$ cat src/rtl/xfetch.sv
// rtl/xfetch.sv - instruction fetch sequencer in front of a one-cycle-latency program ROM; optional return-address stack under FETCH_CALL_EN
`ifndef PROG_ROM_ADDR_W
`define PROG_ROM_ADDR_W 8
`endif
`ifndef INSTR_W
`define INSTR_W 16
`endif

module xfetch #(
    parameter logic [`PROG_ROM_ADDR_W-1:0] RESET_PC  = '0,
    parameter int                          RAS_DEPTH = 4
) (
    input  logic                          clk,
    input  logic                          rst,
    output logic [`PROG_ROM_ADDR_W-1:0]   pc,
    input  logic [`INSTR_W-1:0]           rom_instr,
    output logic [`INSTR_W-1:0]           instr,
    output logic [`PROG_ROM_ADDR_W-1:0]   instr_pc,
    output logic                          instr_valid,
    input  logic                          instr_ready,
    input  logic                          redirect,
    input  logic [`PROG_ROM_ADDR_W-1:0]   redirect_addr,
    input  logic                          call,
    input  logic                          ret,
    input  logic                          halt
);

    localparam int AW = `PROG_ROM_ADDR_W;

    if (RAS_DEPTH < 1) begin : g_bad_ras_depth
        $error("xfetch: RAS_DEPTH must be at least 1");
    end

    logic [AW-1:0] r_issued;
    logic          r_req_v;

    logic          w_stall;
    logic          w_fire;
    logic [AW-1:0] w_ret_target;
    logic [AW-1:0] w_link;

    assign w_stall     = r_req_v & ~instr_ready;
    assign w_fire      = r_req_v & instr_ready;
    assign w_link      = r_issued + 1'b1;

    assign instr       = rom_instr;
    assign instr_pc    = r_issued;
    assign instr_valid = r_req_v;

`ifdef FETCH_CALL_EN
    localparam int PW = (RAS_DEPTH > 1) ? $clog2(RAS_DEPTH) : 1;
    localparam int CW = $clog2(RAS_DEPTH + 1);

    logic [AW-1:0] r_ras [RAS_DEPTH];
    logic [PW-1:0] r_wp;
    logic [CW-1:0] r_cnt;

    logic [PW-1:0] w_top;
    logic          w_ras_empty;
    logic          w_push;
    logic          w_pop;

    // r_wp is the next slot to write, so the newest entry sits one below it
    assign w_top        = (r_wp == '0) ? PW'(RAS_DEPTH - 1) : r_wp - 1'b1;
    assign w_ras_empty  = (r_cnt == '0);
    assign w_ret_target = w_ras_empty ? redirect_addr : r_ras[w_top];
    assign w_push       = w_fire & call;
    assign w_pop        = w_fire & ret & ~w_ras_empty;

    // Circular stack: a push when full lands on the oldest slot, count saturates
    always_ff @(posedge clk) begin
        if (rst) begin
            r_wp  <= '0;
            r_cnt <= '0;
        end else if (w_push && w_pop) begin
            r_ras[w_top] <= w_link;
        end else if (w_push) begin
            r_ras[r_wp] <= w_link;
            r_wp        <= (r_wp == PW'(RAS_DEPTH - 1)) ? '0 : r_wp + 1'b1;
            if (r_cnt != CW'(RAS_DEPTH)) begin
                r_cnt <= r_cnt + 1'b1;
            end
        end else if (w_pop) begin
            r_wp  <= w_top;
            r_cnt <= r_cnt - 1'b1;
        end
    end
`else
    assign w_ret_target = redirect_addr;
`endif

    // Next ROM address; a stall re-reads the same address so the ROM output holds
    always_comb begin
        pc = r_issued;
        if (rst) begin
            pc = RESET_PC;
        end else if (w_stall) begin
            pc = r_issued;
        end else if (w_fire && ret) begin
            pc = w_ret_target;
        end else if (w_fire && (redirect || call)) begin
            pc = redirect_addr;
        end else if (r_req_v) begin
            pc = r_issued + 1'b1;
        end else begin
            pc = r_issued;
        end
    end

    // Track the outstanding fetch; halt only suppresses the valid, the address is kept
    always_ff @(posedge clk) begin
        r_issued <= pc;
        if (rst) begin
            r_req_v <= 1'b0;
        end else if (w_stall) begin
            r_req_v <= 1'b1;
        end else begin
            r_req_v <= ~halt;
        end
    end

endmodule

$ cat config.mk
export PLATFORM = sky130hd
export DESIGN_NAME = xfetch
export DESIGN_NICKNAME = d
export VERILOG_FILES = /design/src/rtl/xfetch.sv
export SDC_FILE = /design/constraint.sdc
export NUM_CORES = 1
export LEC_CHECK = 0
export ABC_CLOCK_PERIOD_IN_PS = 2700
export BUFFER_PORTS_ARGS = -buffer_cell sky130_fd_sc_hd__buf_2
export CORE_MARGIN = 3
export CORE_UTILIZATION = 39
export DETAILED_ROUTE_END_ITERATION = 8
export MAX_ROUTING_LAYER = met4
export PLACE_DENSITY = 0.84
export SLEW_MARGIN = 30
export SYNTH_ARGS = -nofsm -noshare
export SYNTH_HDL_FRONTEND = slang
export SYNTH_SLANG_ARGS = --single-unit
$ cat constraint.sdc
create_clock -name clk -period 2.7 [get_ports clk]
set_input_delay 0.27 -clock clk [delete_from_list [all_inputs] [get_ports clk]]
set_output_delay 0.27 -clock clk [all_outputs]
set_load 0.03 [all_outputs]
==> impl_metrics.env <==
export IMPL_status="finished, final reports clean"
export IMPL_syn2layout_area_growth_pct=6.03
export IMPL_placed_cells=111
export IMPL_cts_buffers=3
export IMPL_final_util_pct=46.0
export IMPL_synth_edf_count=0
export IMPL_critPathMaxFanout=14
export IMPL_synth_commonest_cells="buf_4, a21oi_1, dfxtp_1, nand2_1, nand3_1"
export IMPL_synth_top_area_share_pct=26.3
export IMPL_grt_usage_pct=16.8
export IMPL_yosysUniqueCellTypes=35
export IMPL_grt_pass1_wl_um=2520
export IMPL_critical_path_arrival_ps=2160
export IMPL_cp_cell_sequence="nand4_2, or3_1, or4_1, a31oi_1, buf_2"
export IMPL_drc=0
export IMPL_cts_sinks=9
export IMPL_grt_pass1_vias=577
export IMPL_avgSynthCellArea_um2=8.15
export IMPL_finalSetupViolations=0
export IMPL_syn_inst=84
export IMPL_wirelength_um=1690
export IMPL_initial_utilization_pct=43.4
export IMPL_required_ps=2430
export IMPL_hp_start="halt"
export IMPL_holdWs_ps=156
export IMPL_first_iter_violations=19
export IMPL_r2r_end="instr_pc[7]$_DFF_P_"
export IMPL_cp_num_buf_inv=1
export IMPL_grt_start_max_net_pins=15
export IMPL_clk_pin_slew_worst_paths_ps=60
export IMPL_port_buffers=31
export IMPL_end_kind="output pin"
export IMPL_leakagePower_nw=0.331
export IMPL_r2r_slack_ps=970
export IMPL_fin_crit_sh_pct=89.8
export IMPL_diodes=0
export IMPL_crit_type="flop to output pin"
export IMPL_synth_area_leaders="dfxtp_1, buf_4, a21oi_1"
export IMPL_synth_top_area_cell="dfxtp_1"
export IMPL_pwr_density_cell_nw_per_um2=458
export IMPL_worst_path_largest_cell_delay_ps=460
export IMPL_globalRouteOverflowTotal=0
export IMPL_critPathTopFamily="simple AND/OR/NAND/NOR gates"
export IMPL_slew_violations=0
export IMPL_holdPathStages=2
export IMPL_syn_num_nets=116
export IMPL_rsz0062_at_grt="false"
export IMPL_cts_tree="done"
export IMPL_postCtsSetupBuffers=0
export IMPL_ys_warn_count=0
export IMPL_hold_buffers=0
export IMPL_hp_class="input port to flop"
export IMPL_htreeDepth=1
export IMPL_post_place_ws_ps=420
export IMPL_relSlewSlack_pct=52.0
export IMPL_fmax_ghz=0.412
export IMPL_finalCriticalPeriod_ps=2430
export IMPL_stdcell_count=115
export IMPL_reg2reg_depth=4
export IMPL_synth_ff_latch_count=9
export IMPL_critPathLaunchType="flop"
export IMPL_core_um2=1580
export IMPL_chipWidth_um=47.9
export IMPL_rows=14
export IMPL_holdPathEnd="instr_valid$_SDFF_PP0_"
export IMPL_ys_flop_type="dfxtp_1"
export IMPL_slowest_stage="dfxtp_2"
export IMPL_dr_pass1_iters=4
export IMPL_clockRootBuffer="clkbuf_4"
export IMPL_clock_latency_ps=270
export IMPL_ant_nets=0
export IMPL_place_congestion=0.780
export IMPL_fin_skew_ps=3.46
export IMPL_maxCapViolCount=0
export IMPL_grt_antenna_before_repair=0
export IMPL_fin_setup_tns_ps=0
export IMPL_synth_most_common_cell="buf_4"
export IMPL_io_pin_count=64
export IMPL_wl_per_cell_um=14.7
export IMPL_hold_viol=0
export IMPL_r2r_start="instr_valid$_SDFF_PP0_"
export IMPL_die_y_um=47.9
export IMPL_clockBufferDepth=2
export IMPL_async_reset_ff_share_pct=0
export IMPL_die_area_um2=2290
export IMPL_worstMarginPinSlew_ps=719
export IMPL_post_dp_hpwl_um=1310
export IMPL_avgViaCountPerCell=5.71
export IMPL_num_vias=657
export IMPL_drive_gt1_share_pct=39.4
export IMPL_synth_area_um2=684
export IMPL_setup_slack_ps=274
export IMPL_yosysSeqAreaShare_pct=26.3
export IMPL_ir_worst_vdd_uv=186
export IMPL_fin_nets=132
==> worst max-delay path by stage <==
| stage | startpoint | end | slack (ps) | depth (start not counted) |
|---|---|---|---|---|
| finish | instr_valid$_SDFF_PP0_ | pc[7] | 270 | 5 |
| global route | instr_valid$_SDFF_PP0_ | pc[7] | 130 | 5 |
| CTS | instr_valid$_SDFF_PP0_ | pc[7] | 110 | 5 |
| detailed placement | instr_valid$_SDFF_PP0_ | pc[7] | 420 | 5 |
| global placement | instr_valid$_SDFF_PP0_ | pc[7] | 470 | 5 |
| floorplan | instr_pc[2]$_DFF_P_ | pc[7] | 280 | 4 |
==> worst register-to-register path, stage by stage (launching register included) <==
cell and delay (ps):
dfxtp_2 460, nand4_2 190, or3_1 400, or4_1 400
a31oi_1 210
==> area by class of cell <==
class | count | area (um2)
clock buffers | 4 | 26.3
fillers | 166 | 851
inverters | 2 | 7.51
multi-input cells | 53 | 335
flip-flops and latches | 9 | 181
well taps | 16 | 20.0
repair buffers | 31 | 155
==> cells in the final DEF (no fill, tap or decap) <==
cell type	n
buf_2	31
a21oi_1	9
dfxtp_1	8
nand2_1	7
nand3_1	5
a31oi_1	3
clkbuf_4	3
nor4_1	2
inv_1	2
or3_1	2
nand4_1	2
nor3_1	2
o311a_1	1
nor2b_1	1
or2_2	1
o311ai_2	1
o21ai_0	1
nand2b_1	1
o21bai_1	1
nand2_4	1
nand4_2	1
o311ai_0	1
o22ai_1	1
o21ai_1	1
nor2_1	1
a211oi_1	1
o32ai_1	1
nor4b_1	1
a21o_1	1
o31ai_1	1
or4_1	1
a22oi_1	1
ha_1	1
clkbuf_1	1
dfxtp_2	1
==> cells by family after synthesis <==
| family | after synthesis | share of synthesized area, % |
|---|---|---|
| compound gates | 24 | 23.6 |
| fa+ha+maj | 1 | 1.83 |
| buf+inv | 22 | 24.7 |
| flops | 9 | 26.3 |
| simple gates | 28 | 23.6 |
==> per-layer routing <==
layer / wire [um] / track usage, % / share of wire (%)
met1: 713 / 18.4 / 42
met2: 779 / 25.6 / 46
met3: 153 / 6.77 / 9.1
met4: 40 / 9.68 / 2.4
met5: 0 / - / 0
==> per-stage QoR <==
stage | area, um2 | total power, mW
after floorplan | 684 | 0.246
after global placement | 698 | 0.224
after detailed placement | 698 | 0.225
after CTS | 724 | 0.334
after global routing | 726 | 0.352
final | 726 | 0.332
==> sequential cells by signal, summed over array words and instances (netlist names) <==
signal and count:
instr_pc 8, instr_valid 1
==> power breakdown <==
group	switching (mW)	internal, mW
logic	0.0484	0.0245
clock network	0.0519	0.0573
registers	0.0106	0.139
total	0.111	0.221
==> repair_timing <==
action | CTS | global route
setup endpoints to repair | 0 | 1
resized for setup | 0 | 1
hold endpoints to repair | 0 | 0
Power figures use the tool's default switching activity.
